===== src/rtl/jtframe_sdram_arb_if.sv =====
// jtframe_sdram_arb_if: ROM requester slots and the shared SDRAM read port.
// The master modport is the arbiter side. The slave modport is the requesters plus the controller.
interface jtframe_sdram_arb_if #(
    parameter int SLOTS = 4,
    parameter int AW    = 22,
    parameter int DW    = 32
);
    logic [SLOTS-1:0]    slot_req;
    logic [SLOTS*AW-1:0] slot_addr;
    logic [SLOTS-1:0]    slot_ok;
    logic [DW-1:0]       slot_dout;
    logic                sdram_req;
    logic [AW-1:0]       sdram_addr;
    logic                sdram_ack;
    logic [DW-1:0]       data_read;
    logic                data_rdy;
    logic                loop_rst;
    logic                busy;

    modport master (
        input  slot_req, slot_addr, sdram_ack, data_read, data_rdy, loop_rst,
        output slot_ok, slot_dout, sdram_req, sdram_addr, busy
    );
    modport slave (
        output slot_req, slot_addr, sdram_ack, data_read, data_rdy, loop_rst,
        input  slot_ok, slot_dout, sdram_req, sdram_addr, busy
    );
endinterface


===== src/rtl/jtframe_sdram_arb.sv =====
// jtframe_sdram_arb: round-robin arbiter for SLOTS ROM requesters over one SDRAM read port.
// Defining JTFRAME_SDRAM_PRIO_EN switches to fixed priority, where the lowest index wins.
module jtframe_sdram_arb #(
    parameter int SLOTS = 4,
    parameter int AW    = 22,
    parameter int DW    = 32
) (
    input logic clk_rom,
    input logic rst,
    jtframe_sdram_arb_if.master bus
);
    localparam int GW = $clog2(SLOTS);
    localparam logic [1:0] IDLE = 2'd0, REQ = 2'd1, WAIT = 2'd2;

    logic [1:0]    state;
    logic [GW-1:0] grant, last, pick;
    logic          done;

    always_comb begin
        pick = '0;
`ifdef JTFRAME_SDRAM_PRIO_EN
        for (int k = SLOTS-1; k >= 0; k--)
            if (bus.slot_req[k]) pick = GW'(k);
`else
        // Scan from the farthest slot down, so the nearest requester after last wins.
        for (int k = SLOTS; k >= 1; k--)
            if (bus.slot_req[(int'(last)+k)%SLOTS]) pick = GW'((int'(last)+k)%SLOTS);
`endif
        done = (state == REQ && bus.sdram_ack && bus.data_rdy) || (state == WAIT && bus.data_rdy);
    end

    assign bus.busy = state != IDLE;

    always_ff @(posedge clk_rom) begin
        if (rst) begin
            state          <= IDLE;
            grant          <= '0;
            last           <= GW'(SLOTS-1);
            bus.slot_ok    <= '0;
            bus.slot_dout  <= '0;
            bus.sdram_req  <= 1'b0;
            bus.sdram_addr <= '0;
        end else begin
            bus.slot_ok <= '0;
            if (bus.loop_rst) begin
                state         <= IDLE;
                bus.sdram_req <= 1'b0;
            end else if (state == IDLE) begin
                if (|bus.slot_req) begin
                    grant          <= pick;
                    bus.sdram_addr <= bus.slot_addr[int'(pick)*AW +: AW];
                    bus.sdram_req  <= 1'b1;
                    state          <= REQ;
                end
            end else if (done) begin
                // A requester that withdrew still gets its data on the bus, but no strobe.
                bus.slot_dout        <= bus.data_read;
                bus.slot_ok[grant]   <= bus.slot_req[grant];
                last                 <= grant;
                bus.sdram_req        <= 1'b0;
                state                <= IDLE;
            end else if (state == REQ && bus.sdram_ack) begin
                bus.sdram_req <= 1'b0;
                state         <= WAIT;
            end else if (state != REQ && state != WAIT) begin
                state <= IDLE;
            end
        end
    end
endmodule


===== src/flat_wrapper.sv =====
// flat-port wrapper written by rule: the top's interface ports become plain ports
module jtframe_sdram_arb_flat 
#(
    parameter int SLOTS = 4,
    parameter int AW    = 22,
    parameter int DW    = 32
)
  (clk_rom, rst, bus_slot_req, bus_slot_addr, bus_sdram_ack, bus_data_read, bus_data_rdy, bus_loop_rst, bus_slot_ok, bus_slot_dout, bus_sdram_req, bus_sdram_addr, bus_busy);
  jtframe_sdram_arb_if #(.SLOTS(SLOTS), .AW(AW), .DW(DW)) bus_i ();
  input logic clk_rom;
  input logic rst;
  input wire logic [$bits(bus_i.slot_req)-1:0] bus_slot_req;
  input wire logic [$bits(bus_i.slot_addr)-1:0] bus_slot_addr;
  input wire logic [$bits(bus_i.sdram_ack)-1:0] bus_sdram_ack;
  input wire logic [$bits(bus_i.data_read)-1:0] bus_data_read;
  input wire logic [$bits(bus_i.data_rdy)-1:0] bus_data_rdy;
  input wire logic [$bits(bus_i.loop_rst)-1:0] bus_loop_rst;
  output wire logic [$bits(bus_i.slot_ok)-1:0] bus_slot_ok;
  output wire logic [$bits(bus_i.slot_dout)-1:0] bus_slot_dout;
  output wire logic [$bits(bus_i.sdram_req)-1:0] bus_sdram_req;
  output wire logic [$bits(bus_i.sdram_addr)-1:0] bus_sdram_addr;
  output wire logic [$bits(bus_i.busy)-1:0] bus_busy;
  assign bus_i.slot_req = bus_slot_req;
  assign bus_i.slot_addr = bus_slot_addr;
  assign bus_i.sdram_ack = bus_sdram_ack;
  assign bus_i.data_read = bus_data_read;
  assign bus_i.data_rdy = bus_data_rdy;
  assign bus_i.loop_rst = bus_loop_rst;
  assign bus_slot_ok = bus_i.slot_ok;
  assign bus_slot_dout = bus_i.slot_dout;
  assign bus_sdram_req = bus_i.sdram_req;
  assign bus_sdram_addr = bus_i.sdram_addr;
  assign bus_busy = bus_i.busy;
  jtframe_sdram_arb #(.SLOTS(SLOTS), .AW(AW), .DW(DW)) u_core (.clk_rom(clk_rom), .rst(rst), .bus(bus_i));
endmodule

===== config.mk =====
export PLATFORM = sky130hd
export DESIGN_NAME = jtframe_sdram_arb_flat
export DESIGN_NICKNAME = d
export VERILOG_FILES = /design/src/rtl/jtframe_sdram_arb_if.sv /design/src/rtl/jtframe_sdram_arb.sv /design/src/flat_wrapper.sv
export SDC_FILE = /design/constraint.sdc
export NUM_CORES = 1
export LEC_CHECK = 0
export BUFFER_PORTS_ARGS = -buffer_cell sky130_fd_sc_hd__buf_2
export CORE_MARGIN = 2
export CORE_UTILIZATION = 30
export CTS_CLUSTER_SIZE = 16
export DETAILED_ROUTE_END_ITERATION = 7
export MAX_ROUTING_LAYER = met4
export SETUP_SLACK_MARGIN = 0.5
export SYNTH_ARGS = -nofsm -noshare
export SYNTH_HDL_FRONTEND = slang
export SYNTH_SLANG_ARGS = --single-unit
export TNS_END_PERCENT = 50

===== constraint.sdc =====
create_clock -name clk_rom -period 2 [get_ports clk_rom]
set_input_delay 0 -clock clk_rom [delete_from_list [all_inputs] [get_ports clk_rom]]
set_output_delay 0 -clock clk_rom [all_outputs]
set_load 0.05 [all_outputs]

==> metrics.cfg <==
[floorplanning]
die_y_um = 106
rows = 37
core-area_um2 = 10200
ioPinCount = 189
die_x_um = 106
initial_core_util = 0.307
dieArea_um2 = 11300

[worst_setup_path]
worst_path_largest_cell_delay_ns = 0.62
path_max_fanout = 16
worstSetupPathType = reg -> reg
crit_chain = inv_4 -> ha_4 -> or4b_4 -> buf_12 -> nand2_1 -> a21oi_1
endpoint_kind = register
crit_start = u_core.state[0]$_SDFFE_PP0P_
r2r_cells = 6
r2r_start = u_core.state[0]$_SDFFE_PP0P_
crit_required_ns = 2.21
cp-start-kind = register
r2r-end = u_core.bus.slot_dout[0]$_SDFFE_PP0P_
cp_slowest_cell = or4b_4
arrival_ns = 1.92
rrSetupSlack_ns = 0.28

[clock_network]
path_clk_slew_ns = 0.08
numCtsBuffers = 9
root_buffer = clkbuf_8
clock_path_buffers = 2
clock_sinks = 65
cts_tree = built
clk_latency_ns = 0.34
htree_levels = 3

[timing]
rsz0062_at_grt = yes
period_minus_slack_ns = 1.72
setup_violations = 0
whs_ns = 0.0152
period_share = 0.858
hold_viol = 0
totalNegativeSetupSlack_ns = 0
tightest_slew_ns = 0.554
skew_ns = 0.0113
fmax_mhz = 583
slew_viol_final = 0
maxSlewHeadroom = 0.628

[min_path]
hp-class = in -> reg
min_to = u_core.bus.sdram_addr[8]$_SDFFE_PP0P_
min_from = bus_slot_addr[8]
hold_depth = 3

[detailed_routing]
first_pass_iters = 4
routed_wl_mm = 12.0
detail_route.iter0.violations = 210
viasPerCell = 4.86
ant_nets = 0
drc = 0
num_vias = 3793
wl_per_cell_um = 15.4

[synth]
syn_area_um2 = 3140
yosysSeqAreaShare = 0.414
synth_cells = 362
ys_seq_elements = 65
synth_nets = 494
synth_ff_type = dfxtp_1
synth_cell_type_count = 43
ys_warn_count = 0
synth_edf_count = 0
async_flop_share = 0
syn_avg_cell_area_um2 = 8.68

[place]
portBuffers = 188
gp_congestion = 0.757
dp_hpwl_mm = 7.19

[grt]
antenna_found_initial = 1
track_usage = 0.209
grt_pass1_wl_mm = 18.3
overflow = 0
grt_pass1_vias = 3925
grt_max_degree = 43

[run_status]
outcome = finished, final reports clean

[power_and_ir_drop]
p_per_area_nw_per_um2 = 625
ir_drop_mv = 0.417
power_leakage_nw = 2.53

[final_layout]
areaGrowthSynthToFinish_pct = 81.8
multi_input_area_um2 = 1910
fill_cells = 877
final_nets = 771
seq_area_um2 = 1310
drive_above_1_share = 0.433

[flow_run]
max_cap_viol_count = 0

## worst max path at each step
stage,endpoint,cells past startpoint
after floorplan,u_core.bus.sdram_addr[11]$_SDFFE_PP0P_,8
after global placement,u_core.bus.slot_ok[0]$_SDFF_PP0_,6
after detailed placement,u_core.bus.slot_ok[0]$_SDFF_PP0_,6
after CTS,u_core.bus.slot_dout[27]$_SDFFE_PP0P_,7
after global routing,u_core.bus.slot_dout[0]$_SDFFE_PP0P_,6
final,u_core.bus.slot_dout[0]$_SDFFE_PP0P_,6
## metal layers
layer | vias up | GRT usage | part of all wire
met5 | - | - | 0
met1 | 1751 | 0.239 | 0.43
met2 | 154 | 0.359 | 0.49
met4 | 0 | 0.0818 | 0.019
li1 | 1866 | - | -
met3 | 22 | 0.0417 | 0.061
## cell usage after synthesis, drive strengths merged (6+ instances only)
| cell type | count | area share |
|---|---|---|
| a21oi | 35 | 0.056 |
| nor2 | 7 | 0.0084 |
| inv | 9 | 0.011 |
| a211oi | 16 | 0.051 |
| a31oi | 6 | 0.012 |
| o221ai | 12 | 0.033 |
| nand2 | 72 | 0.086 |
| dfxtp | 65 | 0.41 |
| and4 | 13 | 0.036 |
| nand3 | 18 | 0.029 |
| buf | 18 | 0.031 |
| mux2i | 31 | 0.099 |
| clkbuf | 12 | 0.014 |
| o21ai | 16 | 0.027 |
## layout make-up
cell class | count | area share
timing repair buffer | 295 | 0.359
multi-input combinational | 258 | 0.334
sequential | 65 | 0.229
tap | 136 | 0.0298
clock buffer | 11 | 0.0247
clock inverter | 5 | 0.0149
inverter | 10 | 0.00810
antenna | 1 | 0.000438
## logic make-up (layout without fill, tap and decap cells)
kind of cell	after synthesis	count (layout)	share of synthesized area
DFF	65	65	0.414
buffers and inverters	40	321	0.0573
and+or+nand+nor	129	130	0.217
AOI/OAI and AO/OA	94	94	0.201
other	0	1	0
muxes	31	31	0.0987
adders and majority gates	3	3	0.0119
## per-stage QoR
step            util  worst slack, ns  area, µm²  power (mW)  instances
4_1_cts        0.540            0.255       5520        3.54        775
6_report       0.559            0.285       5720        3.57        781
2_1_floorplan      -            0.223       3270        1.84        362
3_3_place_gp   0.425            0.208       4350        2.08        670
3_5_place_dp   0.425            0.147       4350        2.09        670
5_1_grt        0.559            0.224       5720        3.72        781
## worst max-delay path, delay by kind of cell, from the launching register on
family | cells | cell delay (ns)
and+or+nand+nor | 2 | 0.70
DFF | 1 | 0.38
buffers and inverters | 2 | 0.23
adders and majority gates | 1 | 0.19
AOI/OAI and AO/OA | 1 | 0.08
## what timing repair did
| item | CTS | global route |
|---|---|---|
| buffers inserted | 2 | 3 |
| resized for setup | 10 | 26 |
| endpoints found under the setup margin | 62 | 63 |
| hold buffers | 86 | 0 |
| gates cloned | 1 | 2 |
| pin swaps | 2 | 6 |
| hold endpoints to repair | 58 | 0 |
## sequential cells by signal (all words and copies together) (netlist names)
signal	cells
u_core.bus.slot_dout	32
u_core.state	2
u_core.bus.slot_ok	4
u_core.grant	2
u_core.bus.sdram_req	1
u_core.last	2
u_core.bus.sdram_addr	22
## power by group
| part | internal, mW | switching [mW] |
|---|---|---|
| logic | 0.417 | 0.484 |
| registers | 1.34 | 0.0325 |
| clock network | 0.746 | 0.549 |
## cell usage in the layout, fill, tap and decap left out, types with 3 or more instances in the layout
master         instances
a31oi_1                6
o221ai_1               5
nand2_1               71
and4_1                13
buf_4                 13
mux2i_1               27
dlygate4sd3_1         86
inv_1                  6
buf_12                 4
nor2_1                 6
o221ai_2               7
nand3_1               16
o21ai_0                4
nand3_4                3
clkbuf_8              10
a211oi_2              15
dfxtp_1               62
o21ai_1               10
buf_2                188
a21oi_1               34
Power figures use the tool's default switching activity.
